<file path="src/rtl/line_follow_seq.sv">
// Run sequencer for the line-follower drive path: decodes UART go/stop commands
// and gates the PID enable and error strobe on line presence, obstacles and loss timeouts.
module line_follow_seq #(
    parameter int FAST_SIM   = 0,
    parameter int SETTLE_VLD = 3,
    parameter int LOST_TMO   = 5000000,
    parameter int BUZZ_DIV   = 12500
) (
    input  logic       clk,
    input  logic       rst,
    input  logic       cmd_rdy,
    input  logic [7:0] cmd,
    output logic       clr_cmd_rdy,
    input  logic       err_raw_vld,
    input  logic       line_present,
    input  logic       obstacle,
    input  logic       moving,
    output logic       go,
    output logic       err_vld,
    output logic       buzz_en,
    output logic [2:0] state
);

    localparam int TMO  = (FAST_SIM != 0) ? (LOST_TMO >> 8) : LOST_TMO;
    localparam int BDIV = (FAST_SIM != 0) ? (BUZZ_DIV >> 8) : BUZZ_DIV;
    localparam int SW   = $clog2(SETTLE_VLD + 1);

    localparam logic [22:0]   LOST_LAST  = 23'(TMO - 1);
    localparam logic [13:0]   BUZZ_LAST  = 14'(BDIV - 1);
    localparam logic [SW-1:0] SETTLE_TGT = SW'(SETTLE_VLD);
    localparam logic [7:0]    CMD_GO     = 8'h47;
    localparam logic [7:0]    CMD_STOP   = 8'h53;

    typedef enum logic [2:0] {
        IDLE   = 3'd0,
        SETTLE = 3'd1,
        RUN    = 3'd2,
        LOST   = 3'd3,
        HALT   = 3'd4
    } state_t;

    state_t        state_q, state_d;
    logic [SW-1:0] settle_q, settle_d;
    logic [22:0]   lost_q, lost_d;
    logic [13:0]   buzz_cnt_q, buzz_cnt_d;
    logic          buzz_q, buzz_d;
    logic          go_q, go_d;
    logic          clr_q, clr_d;
    logic          accept, cmd_go, cmd_stop;
    logic          moving_unused;

    function automatic logic [SW-1:0] settle_inc(input logic [SW-1:0] v);
        return (v >= SETTLE_TGT) ? SETTLE_TGT : v + SW'(1);
    endfunction

    function automatic logic [22:0] lost_inc(input logic [22:0] v);
        return (v == '1) ? v : v + 23'd1;
    endfunction

    function automatic logic [13:0] buzz_inc(input logic [13:0] v);
        return (v == '1) ? v : v + 14'd1;
    endfunction

    // The loss timeout deliberately ignores whether the robot is still moving.
    assign moving_unused = moving;

    // A byte is taken only when the previous one is not being cleared this cycle.
    assign accept   = cmd_rdy & ~clr_q;
    assign cmd_go   = accept && (cmd == CMD_GO);
    assign cmd_stop = accept && (cmd == CMD_STOP);
    assign clr_d    = accept;

    always_comb begin
        err_vld = 1'b0;
        case (state_q)
            SETTLE:  err_vld = err_raw_vld;
            RUN:     err_vld = err_raw_vld & line_present;
            default: err_vld = 1'b0;
        endcase
    end

    always_comb begin
        state_d    = state_q;
        settle_d   = settle_q;
        lost_d     = lost_q;
        buzz_cnt_d = buzz_cnt_q;
        buzz_d     = buzz_q;
        if (cmd_stop) begin
            state_d    = IDLE;
            settle_d   = '0;
            lost_d     = '0;
            buzz_cnt_d = '0;
            buzz_d     = 1'b0;
        end else begin
            case (state_q)
                IDLE: begin
                    if (cmd_go) begin
                        state_d  = SETTLE;
                        settle_d = '0;
                    end
                end
                SETTLE: begin
                    if (err_raw_vld)
                        settle_d = line_present ? settle_inc(settle_q) : '0;
                    // An obstacle parks us here with the count held at its target.
                    if (settle_d == SETTLE_TGT && !obstacle)
                        state_d = RUN;
                end
                RUN: begin
                    if (obstacle) begin
                        state_d    = HALT;
                        buzz_cnt_d = '0;
                        buzz_d     = 1'b1;
                    end else if (!line_present) begin
                        state_d = LOST;
                        lost_d  = '0;
                    end
                end
                LOST: begin
                    if (obstacle || (!line_present && lost_q == LOST_LAST)) begin
                        state_d    = HALT;
                        lost_d     = '0;
                        buzz_cnt_d = '0;
                        buzz_d     = 1'b1;
                    end else if (line_present) begin
                        state_d = RUN;
                        lost_d  = '0;
                    end else begin
                        lost_d = lost_inc(lost_q);
                    end
                end
                HALT: begin
                    if (cmd_go && !obstacle) begin
                        state_d    = SETTLE;
                        settle_d   = '0;
                        buzz_cnt_d = '0;
                        buzz_d     = 1'b0;
                    end else if (buzz_cnt_q == BUZZ_LAST) begin
                        buzz_cnt_d = '0;
                        buzz_d     = ~buzz_q;
                    end else begin
                        buzz_cnt_d = buzz_inc(buzz_cnt_q);
                    end
                end
                default: begin
                    state_d = IDLE;
                end
            endcase
        end
        go_d = (state_d == RUN) || (state_d == LOST);
    end

    always_ff @(posedge clk or posedge rst) begin
        if (rst) begin
            state_q    <= IDLE;
            settle_q   <= '0;
            lost_q     <= '0;
            buzz_cnt_q <= '0;
            buzz_q     <= 1'b0;
            go_q       <= 1'b0;
            clr_q      <= 1'b0;
        end else begin
            state_q    <= state_d;
            settle_q   <= settle_d;
            lost_q     <= lost_d;
            buzz_cnt_q <= buzz_cnt_d;
            buzz_q     <= buzz_d;
            go_q       <= go_d;
            clr_q      <= clr_d;
        end
    end

    assign go          = go_q;
    assign clr_cmd_rdy = clr_q;
    assign buzz_en     = buzz_q;
    assign state       = state_q;

endmodule

</file>
<file path="config.mk">
export PLATFORM = sky130hd
export DESIGN_NAME = line_follow_seq
export DESIGN_NICKNAME = d
export VERILOG_FILES = /design/src/rtl/line_follow_seq.sv
export SDC_FILE = /design/constraint.sdc
export NUM_CORES = 1
export LEC_CHECK = 0
export CORE_MARGIN = 2
export CORE_UTILIZATION = 50
export DETAILED_ROUTE_END_ITERATION = 10
export GPL_TIMING_DRIVEN = 0
export PLACE_DENSITY = 0.7
export SLEW_MARGIN = 0
export SYNTH_ARGS = -nofsm -noshare
export SYNTH_HDL_FRONTEND = slang
export SYNTH_SLANG_ARGS = --single-unit
export TNS_END_PERCENT = 30
</file>
<file path="constraint.sdc">
create_clock -name clk -period 2.75 [get_ports clk]
set_input_delay 0.55 -clock clk [delete_from_list [all_inputs] [get_ports clk]]
set_output_delay 0.55 -clock clk [all_outputs]
set_load 0.01 [all_outputs]
</file>
## Word-level counts from Yosys, hierarchy flattened

Index checks and enable logic that the tools add are counted.

- Bits of input ports: 15
- Output and inout port bits: 7
- Word-level logic and storage cells: 93
- Register bits after elaboration: 45

- Magnitude comparators: 1
- Equality and inequality tests: 22
- Bitwise logic cells: 4
- $add $sub $neg: 3
- Mux-type cells: 39
- Reductions and logical operators: 17

Operators by type and width:

| operator | count |
|---|---|
| 23-bit 2-to-1 mux | 6 |
| 14-bit 2-to-1 mux | 6 |
| 23-bit == test (second input constant) | 2 |
| 23-bit one-hot mux with 2 select lines | 1 |
| 14-bit one-hot mux with 3 select lines | 1 |
| 14-bit == test (second input constant) | 2 |
| 3-bit 2-to-1 mux | 8 |
| 23-bit by 1-bit adder with 23-bit output (second input constant) | 1 |
| 3-bit != test (second input constant) | 6 |
| 8-bit by 7-bit == test with 1-bit output (second input constant) | 2 |
| 2-bit 2-to-1 mux | 8 |
| 3-bit one-hot mux with 5 select lines | 1 |
| 14-bit by 1-bit adder with 14-bit output (second input constant) | 1 |
| 3-bit by 2-bit == test with 1-bit output (second input constant) | 4 |
| 4-bit AND reduction | 3 |
| 5-bit != test (second input constant) | 2 |
| 4-bit nonzero test | 2 |
| 2-bit one-hot mux with 3 select lines | 1 |
| 1-bit logical AND | 5 |
| 1-bit 2-to-1 mux | 5 |
| 4-bit != test (second input constant) | 1 |
| 3-bit by 1-bit == test with 1-bit output (second input constant) | 1 |
| 3-bit == test (second input constant) | 1 |
| 3-bit logical NOT | 1 |
| 11 further kinds | 15 |

## Logic depth before layout (Yosys ltp)

Gate-level depths: netlist of run 1.

- Depth after elaboration: 13
- Gate-level depth with buffers: 8

## Least setup slack after synthesis of run 1

No wires, ideal clock.

- Path type: input to register
- Start: input cmd[7]
- End: register lost_q[21]
- Stages on the path: 6
- Path slack: 0.393 ns
- Data required time: 2.673 ns
- Setup time: 0.077 ns
- Data arrival time: 2.280 ns
- Cells stage by stage: nand4bb_4 -> o32a_1 -> buf_6 -> or4_4 -> or4_1 -> a21oi_1

- Word-level cells in the longest chain between the ends: 4

RTL lines:

| what | line | RTL |
|---|---|---|
| start, declared | 12 | `input logic [7:0] cmd,` |
| 8-bit by 7-bit == test with 1-bit output (*) | 70 | `assign cmd_stop = accept && (cmd == CMD_STOP);` |
| 1-bit logical AND (*) | 70 |  |
| 5-bit != test (no source line), or another cell as far along | - |  |
| 4-bit AND reduction (no source line) | - |  |
| end signal, assigned | 165 | `lost_q <= lost_d;` |
| end, declared | 44 | `logic [22:0] lost_q, lost_d;` |

Mark *: on every way between the ends. The rest lies on a longest branch, timed or not.
A chain may end at the register's enable or synchronous reset.

## Final worst setup path of run 1

- Start: input cmd_rdy
- End: register buzz_cnt_q[2]

- Word-level cells in the longest chain between the ends: 6

RTL lines:

| what | line | RTL |
|---|---|---|
| start, declared | 11 | `input logic cmd_rdy,` |
| 1-bit AND (*) | 68 | `assign accept = cmd_rdy & ~clr_q;` |
| 1-bit logical AND | 69 | `assign cmd_go = accept && (cmd == CMD_GO);` |
| 1-bit logical AND | 133 | `if (cmd_go && !obstacle) begin` |
| 14-bit 2-to-1 mux | 133 |  |
| 14-bit one-hot mux with 3 select lines | 95 | `case (state_q)` |
| 14-bit 2-to-1 mux | 88 | `if (cmd_stop) begin` |
| end signal, assigned | 166 | `buzz_cnt_q <= buzz_cnt_d;` |
| end, declared | 45 | `logic [13:0] buzz_cnt_q, buzz_cnt_d;` |

Marks and branches as above.

==> results.sh, run 1 <==
export IMPL_path_class="in2reg"
export IMPL_synth_top_family_by_area="simple AND/OR/NAND/NOR gates"
export IMPL_synth_compound_area_share_pct=22.68
export IMPL_yosys_area_top_type="dfrtp_1"
export IMPL_synthesis_nets=372
export IMPL_firstDrtPassIters=5
export IMPL_ys_types=64
export IMPL_num_rows=28
export IMPL_power_density_nw_per_um2=556.9
export IMPL_clk_pin_slew_ns=0.08
export IMPL_relSlewSlack_pct=45.05
export IMPL_cts_tree="yes"
export IMPL_post_route_drc_count=0
export IMPL_tightestPinTransition_ns=0.8179
export IMPL_layout_area_overhead_vs_synth_pct=13.70
export IMPL_synthesis_instances=355
export IMPL_wirelength_mm=7.831
export IMPL_netlist_area_um2=3095
export IMPL_synth_seq_cells=45
export IMPL_clockBufferDepth=2
export IMPL_nNetsFinal=399
export IMPL_vias=2946
export IMPL_grt_total_usage_pct=24.52
export IMPL_io_pins=22
export IMPL_min_period_ns=2.618
export IMPL_avgSynthCellArea_um2=8.720
export IMPL_cts_buffers=5
export IMPL_antenna_cells=0
export IMPL_cts_root_buffer="clkbuf_8"
export IMPL_hp_class="reg2reg"
export IMPL_grt_pass1_wl_mm=13.09
export IMPL_worstPathRequired_ns=2.93
export IMPL_wire_per_inst_um=17.10
export IMPL_routed_wl_met2_mm=3.849
export IMPL_cts_hold_buf=0
export IMPL_insertion_delay_ns=0.31
export IMPL_synth_top_cells_by_area="dfrtp_1 36%, o31ai_1 3.9%, nand3_1 3.6%"
export IMPL_drtAntennaViolNets=0
export IMPL_skew_ns=0.01327
export IMPL_die_area_um2=6836
export IMPL_yosysSeqAreaShare_pct=36.38
export IMPL_irDropWorstVdd_mv=0.4071
export IMPL_period_share_pct=95.19
export IMPL_setup_tns_final_ns=0
export IMPL_cp_data_arrival_time_ns=2.79
export IMPL_slew_viol_final=0
export IMPL_power_mw=1.960
export IMPL_yosys_area_share_simple_pct=32.86
export IMPL_cpMaxStageDelayCell="clkdlybuf4s50_1"
export IMPL_drt_iter0_drc=140
export IMPL_gp_congestion=0.9520
export IMPL_drive_gt1_share_pct=10.70
export IMPL_power_leakage_nw=1.305
export IMPL_yosys_area_top_type_share_pct=36.38
export IMPL_critPathLaunchType="input pin"
export IMPL_async_reset_ff_share_pct=100.0
export IMPL_start_util_pct=51.97
export IMPL_synth_fa_ha_area_share_pct=0.8084
export IMPL_io_buffers=19
export IMPL_maxCapViolCount=0
export IMPL_die_w_um=82.68
export IMPL_yosys_most_used_dff="dfrtp_1"
export IMPL_dr_max_layer_used="met4"
export IMPL_synth_edf_count=0
export IMPL_muxShareOfSynthArea_pct=1.334
export IMPL_synth_xor_area_share_pct=0.2829
export IMPL_grt_max_degree=32
export IMPL_drt_met1_wl_mm=3.558
export IMPL_die_h_um=82.68
export IMPL_yosys_warnings=0
export IMPL_antenna_found_initial=0
export IMPL_first_global_vias=2738
export IMPL_dr_wl_met3_um=301
export IMPL_cts_sinks=45
export IMPL_slowest_delay_ns=0.53
export IMPL_ctsHtreeMaxLevel=2
export IMPL_outcome="completed"
export IMPL_vias_per_cell=6.432
export IMPL_max_freq_mhz=382.0
export IMPL_path_cells="clkdlybuf4s50_1, nand4bb_4, nor3_1, clkbuf_2, a311oi_2, clkbuf_1, o31ai_1, o21ai_0"
export IMPL_worstSetupEndpointType="register"
export IMPL_report_final_setup_viol=0
export IMPL_core_area_um2=5956
export IMPL_dp_hpwl_mm=5.792
export IMPL_worst_path_max_fanout=10
export IMPL_hold_viol=0
export IMPL_grt_overflow_total=0
stage by stage:
stage / std cells / utilization (%) / setup WS (ns) / cell area [um2] / hold WS [ns]
final: 458 / 59.10 / 0.1322 / 3520 / 0.4725
after global routing: 458 / 59.10 / -0.006851 / 3520 / 0.4968
after CTS: 458 / 58.57 / 0.05149 / 3488 / 0.4772
after detailed placement: 450 / 57.08 / -0.3561 / 3400 / 0.4595
after global placement: 449 / 56.74 / -0.3991 / 3379 / 0.4453
after floorplan: 355 / - / 0.3929 / 3095 / 0.4517
registers in the layout (all words and copies together) (netlist names):
register / flops
settle_q: 2
lost_q: 23
buzz_en: 1
state: 3
go: 1
clr_cmd_rdy: 1
buzz_cnt_q: 14
placed cells by master, fill, tap and decap left out, types with 13 or more instances in the layout:
cell type,instances
o21ai_0,15
nor2_1,17
o31ai_1,16
clkdlybuf4s50_1,19
inv_1,19
nand3_1,22
dfrtp_1,45
nor4_1,13
nor3_1,17
a21oi_1,15
nand2_1,23
layout make-up:
class / instances / area (um2)
well taps: 75 / 93.84
clock inverters: 2 / 15.01
clock buffers: 6 / 72.57
repair buffers: 20 / 210.2
plain buffers: 22 / 103.9
inverters: 20 / 75.07
flip-flops and latches: 45 / 1126
fillers: 543 / 2436
multi-input cells: 268 / 1823
metal layers:
| layer | GRT usage [%] | vias up |
|---|---|---|
| met1 | 32.52 | 1418 |
| met4 | 7.705 | 0 |
| met3 | 3.478 | 13 |
| met5 | 0 | - |
| met2 | 41.29 | 74 |
| li1 | - | 1441 |
path summary, 6_finish.rpt:
check	slack (ns)	to	cells after the start	start
worst max-delay path	0.13	buzz_cnt_q[2]	8	cmd_rdy
worst min-delay path	0.47	clr_cmd_rdy	1	clr_cmd_rdy
worst max register to register	0.24	buzz_cnt_q[1]	7	buzz_cnt_q[0]
worst min register to register	0.47	clr_cmd_rdy	1	clr_cmd_rdy
max in group asynchronous	1.76	buzz_cnt_q[1]	3	rst
min in group asynchronous	0.50	buzz_en	2	rst
critical path, delay by kind of cell:
family | cells | cell delay (ns)
buf+inv | 3 | 1.14
simple gates | 2 | 0.58
compound gates | 3 | 0.51
repair_timing:
item,CTS,global route
endpoints found under the setup margin,6,24
setup buffers,0,0
gates resized for setup,1,9
where the power goes:
| group | total, mW | switching (mW) | internal, mW |
|---|---|---|---|
| Sequential | 1.02 | 0.201 | 0.821 |
| Combinational | 0.523 | 0.278 | 0.245 |
| Clock | 0.415 | 0.236 | 0.179 |
| Total | 1.96 | 0.715 | 1.25 |
cells by family after synthesis:
group	count (synthesis)
compound gates	96
simple gates	165
fa+ha+maj	2
xor+xnor	1
flops	45
buf+inv	42
mux	4
cell usage after synthesis, drive strengths merged, types with 3 or more instances:
cell and instances:
a2111oi 4, o21ai 15, a221o 3, nand4bb 3, inv 20, nand3 23
nor2b 3, nor3 17, mux2i 3, nand2 24, o31ai 16, nor2 17
nand4 12, nor4b 4, or4 9, a22o 5, nand2b 8, buf 8
or3 4, o221ai 9, o22ai 3, and3 6, a21oi 15, a211oi 5
and4 4, or4b 3, nor4 16, dfrtp 45, clkbuf 14
(Power assumes the default switching activity.)
==> run 2, diff against run 1 <==
- GPL_ROUTABILITY_DRIVEN: unset -> 0
==> results.sh, run 2 (synthesized netlist as in run 1, its figures left out) <==
export IMPL_antenna_found_initial=0
export IMPL_hp_class="reg2reg"
export IMPL_post_place_ws_ns=-0.4103
export IMPL_dp_hpwl_mm=5.695
export IMPL_critPathLaunchType="input pin"
export IMPL_worst_hold_path_endpoint="clr_cmd_rdy"
export IMPL_drt_iter0_drc=132
export IMPL_r2r_start="state[1]"
export IMPL_outcome="completed"
export IMPL_period_share_pct=97.98
export IMPL_vias=2982
export IMPL_hold_start="clr_cmd_rdy"
export IMPL_antenna_cells=0
export IMPL_layout_common_cells="45 x dfrtp_1, 24 x nand2_1, 22 x nand3_1"
export IMPL_insertion_delay_ns=0.31
export IMPL_wire_per_inst_um=16.98
export IMPL_multi_input_area_um2=1800
export IMPL_fillers=559
export IMPL_power_density_nw_per_um2=605.6
export IMPL_fin_ws_ns=0.05550
export IMPL_firstDrtPassIters=4
export IMPL_cts_sinks=45
export IMPL_r2r_end="lost_q[6]"
export IMPL_io_pins=22
export IMPL_post_place_cells=450
export IMPL_nNetsFinal=399
export IMPL_drive_gt1_share_pct=10.18
export IMPL_cts_buffers=5
export IMPL_clk_pin_slew_ns=0.08
export IMPL_start_util_pct=51.97
export IMPL_cp_data_arrival_time_ns=2.86
export IMPL_wirelength_mm=7.775
export IMPL_num_rows=28
export IMPL_largest_reg_flops=23
export IMPL_vias_per_cell=6.511
export IMPL_tightestPinTransition_ns=0.8866
export IMPL_regMostFlops="lost_q"
export IMPL_cts_root_buffer="clkbuf_8"
export IMPL_hold_path_depth=1
export IMPL_grt_overflow_total=0
export IMPL_report_final_setup_viol=0
export IMPL_min_period_ns=2.695
export IMPL_clockBufferDepth=2
export IMPL_reg2regPathDepth=7
export IMPL_io_buffers=19
export IMPL_rsz0062_at_grt="true"
export IMPL_die_h_um=82.68
export IMPL_post_route_drc_count=0
export IMPL_worst_path_max_fanout=10
export IMPL_ctsHtreeMaxLevel=2
export IMPL_regArea_um2=1126
export IMPL_relSlewSlack_pct=40.49
export IMPL_die_w_um=82.68
export IMPL_core_area_um2=5956
export IMPL_die_area_um2=6836
export IMPL_hold_viol=0
export IMPL_layout_area_overhead_vs_synth_pct=14.47
export IMPL_grt_pass1_wl_mm=13.46
export IMPL_post_cts_buffers=0
export IMPL_cts_tree="yes"
export IMPL_grt_total_usage_pct=25.17
export IMPL_final_common_cell="dfrtp_1"
export IMPL_worstPathRequired_ns=2.92
export IMPL_path_class="in2reg"
export IMPL_worstSetupEndpointType="register"
export IMPL_grt_max_degree=32
export IMPL_slew_viol_final=0
export IMPL_r2r_setup_slack_ns=0.08
export IMPL_skew_ns=0.009642
export IMPL_stdcell_count=458
export IMPL_power_leakage_nw=1.333
export IMPL_max_freq_mhz=371.1
export IMPL_first_global_vias=2819
export IMPL_irDropWorstVdd_mv=0.4574
export IMPL_maxCapViolCount=0
export IMPL_drtAntennaViolNets=0
-- run 2: cell types whose count changed in the layout (fill, tap and decap cells not counted), sizes merged --
cell,previous run,this run
clkinv,0,1
clkbuf,20,19
bufinv,0,2
clkinvlp,2,0
-- run 2: timing repair --
item	in CTS	in global routing
endpoints found under the setup margin	10	25
hold buffers	0	0
gates resized for setup	1	5
endpoints found under the hold margin	0	0
-- run 2: metal layers --
layer	share of wire, %	global-route usage [%]	vias up
met5	0	0	-
met4	1.7	7.869	0
met2	48	43.31	97
li1	-	-	1443
met1	45	32.70	1429
met3	4.7	3.478	13
-- run 2: worst max-delay path by stage --
stage | start | end | slack, ns | depth (start not counted)
2_1_floorplan | cmd[7] | lost_q[21] | 0.39 | 6
3_3_place_gp | cmd_rdy | lost_q[6] | -0.40 | 8
3_5_place_dp | cmd_rdy | lost_q[6] | -0.41 | 8
4_1_cts | cmd[2] | buzz_cnt_q[1] | 0.02 | 8
5_1_grt | cmd[3] | buzz_cnt_q[0] | -0.12 | 8
6_report | line_present | lost_q[6] | 0.06 | 7
-- run 2: worst max-delay path, cell delays in order --
cell and delay, ns:
clkdlybuf4s50_1 0.54, or4_1 0.50, nor4_4 0.26, a211oi_2 0.24, buf_2 0.27, nand2_1 0.30, o221ai_1 0.19
-- run 2: report_power, final --
part           total [mW]  switching (mW)  internal (mW)
Clock               0.602           0.241          0.361
Combinational       0.521           0.277          0.244
Sequential           1.02           0.202          0.821
-- run 2: layout make-up --
cell class                 instances  share of cell area [%]
multi-input combinational        268                   50.81
sequential                        45                   31.78
timing repair buffer              20                   5.932
buffer                            22                   2.931
tap                               75                   2.648
inverter                          20                   2.119
clock buffer                       5                   1.942
clock inverter                     3                   1.836
-- run 2: stage by stage --
step	cell area (um2)	setup TNS (ns)	hold slack [ns]	utilization (%)	total power, mW
after floorplan	3095	0	0.4517	-	1.361
after global placement	3379	-7.493	0.4463	56.74	1.513
after detailed placement	3400	-8.411	0.4603	57.08	1.540
after CTS	3535	0	0.4731	59.35	2.148
after global routing	3543	-1.705	0.5196	59.50	2.288
final	3543	0	0.4640	59.50	2.146
==> run 3, diff against run 2 <==
- CAP_MARGIN: unset -> 25
- CORE_ASPECT_RATIO: unset -> 1.1
==> results.sh, run 3 (synthesized netlist as in run 1, its figures left out) <==
export IMPL_antenna_cells=0
export IMPL_hp_class="reg2reg"
export IMPL_period_share_pct=95.45
export IMPL_cp_data_arrival_time_ns=2.82
export IMPL_critPathLaunchType="input pin"
export IMPL_p_seq_share_pct=52.0
export IMPL_antenna_found_initial=0
export IMPL_path_class="in2reg"
export IMPL_final_common_cell="dfrtp_1"
export IMPL_power_mw=1.965
export IMPL_maxCapViolCount=0
export IMPL_die_w_um=79.02
export IMPL_firstDrtPassIters=4
export IMPL_drtAntennaViolNets=0
export IMPL_outcome="completed"
export IMPL_p_comb_share_pct=26.4
export IMPL_skew_ns=0.004586
export IMPL_regMostFlops="lost_q"
export IMPL_die_h_um=86.52
export IMPL_drt_iter0_drc=230
export IMPL_layout_area_overhead_vs_synth_pct=13.99
export IMPL_ctsHtreeMaxLevel=2
export IMPL_power_leakage_nw=1.312
export IMPL_clk_pin_slew_ns=0.09
export IMPL_max_freq_mhz=381.0
export IMPL_dp_hpwl_mm=5.673
export IMPL_io_buffers=19
export IMPL_num_rows=30
export IMPL_place_area_um2=3406
export IMPL_post_place_ws_ns=-0.3900
export IMPL_power_density_nw_per_um2=556.8
export IMPL_final_area_um2=3528
export IMPL_wirelength_mm=7.836
export IMPL_report_final_setup_viol=0
export IMPL_post_cts_buffers=0
export IMPL_largest_reg_flops=23
export IMPL_fin_ws_ns=0.1250
export IMPL_swShare_pct=36.57
export IMPL_grt_max_degree=37
export IMPL_io_pins=22
export IMPL_relSlewSlack_pct=45.16
export IMPL_nNetsFinal=399
export IMPL_fillers=563
export IMPL_slew_viol_final=0
export IMPL_start_util_pct=50.91
export IMPL_wire_per_inst_um=16.92
export IMPL_worstPathRequired_ns=2.94
export IMPL_power_internal_mw=1.246
export IMPL_vias_per_cell=6.456
export IMPL_slowest_delay_ns=0.49
export IMPL_insertion_delay_ns=0.30
export IMPL_clkPwrFrac_pct=21.6
export IMPL_layout_common_cells="45 x dfrtp_1, 23 x nand2_1, 22 x nand3_1"
export IMPL_die_area_um2=6837
export IMPL_clockBufferDepth=2
export IMPL_cpMaxStageDelayCell="clkdlybuf4s50_1"
export IMPL_critical_path_most_common_cell="nor3_1"
export IMPL_worstSetupEndpointType="register"
export IMPL_worst_path_max_fanout=7
export IMPL_cts_buffers=5
export IMPL_grt_pass1_wl_mm=13.43
export IMPL_tightestPinTransition_ns=0.8163
export IMPL_cts_sinks=45
export IMPL_min_period_ns=2.625
export IMPL_cts_root_buffer="clkbuf_8"
export IMPL_post_route_drc_count=0
export IMPL_grt_overflow_total=0
export IMPL_irDropWorstVdd_mv=0.3917
export IMPL_cts_tree="yes"
export IMPL_hold_viol=0
export IMPL_final_core_util_pct=58.02
export IMPL_grt_total_usage_pct=24.12
export IMPL_ctsResizeCount=1
export IMPL_rsz0062_at_grt="true"
export IMPL_cts_hold_buf=0
export IMPL_vias=2989
export IMPL_switchingPower_uw=718.6
export IMPL_path_cells="clkdlybuf4s50_1, or3b_2, a211oi_2, nor3_1, nor3_1, mux2_2"
export IMPL_drive_gt1_share_pct=10.97
export IMPL_core_area_um2=6081
export IMPL_first_global_vias=2909
run 3: cell count changes in the layout (fill, tap and decap cells not counted), sizes merged:
cell / delta
bufinv: -2
clkinvlp: +1
inv: +1
run 3: area by class of cell:
class                   count  area (um2)  share of cell area [%]
plain buffers              22       103.9                   2.943
multi-input cells         268        1823                   51.67
clock inverters             3       21.27                  0.6028
inverters                  20       75.07                   2.128
flip-flops and latches     45        1126                   31.91
clock buffers               5       68.82                   1.950
well taps                  80       100.1                   2.837
repair buffers             20       210.2                   5.957
run 3: power groups by stage:
stage          clock network [mW]  logic [mW]  registers [mW]
6_report                    0.424       0.518            1.02
3_3_place_gp                    0       0.487            1.02
2_1_floorplan                   0       0.388           0.973
4_1_cts                     0.440       0.510            1.01
3_5_place_dp                    0       0.508            1.02
5_1_grt                     0.474       0.592            1.05
run 3: final timing paths:
kind	cells after the start	startpoint	slack [ns]	endpoint
max	6	cmd[2]	0.12	buzz_en
min	1	clr_cmd_rdy	0.47	clr_cmd_rdy
max reg2reg	8	state[1]	0.20	lost_q[8]
min reg2reg	1	clr_cmd_rdy	0.47	clr_cmd_rdy
max in group asynchronous	3	rst	1.80	lost_q[7]
min in group asynchronous	2	rst	0.49	buzz_cnt_q[9]
run 3: critical path, delay by kind of cell:
family | cells | cell delay [ns]
multiplexers | 1 | 0.36
AO/OA/AOI/OAI | 1 | 0.47
buffers and inverters | 1 | 0.49
AND/OR/NAND/NOR | 3 | 0.95
run 3: metrics by stage:
| step | hold WS (ns) | instances | TNS [ns] |
|---|---|---|---|
| after floorplan | 0.4517 | 355 | 0 |
| after global placement | 0.4458 | 454 | -7.290 |
| after detailed placement | 0.4538 | 455 | -7.452 |
| after CTS | 0.4685 | 463 | 0 |
| after global routing | 0.4951 | 463 | -0.001825 |
| final | 0.4685 | 463 | 0 |
run 3: layer usage:
metal | track usage [%] | wire length, um
met1 | 31.04 | 3482
met2 | 41.68 | 3977
met3 | 3.333 | 318
met4 | 8.307 | 57
met5 | 0 | 0
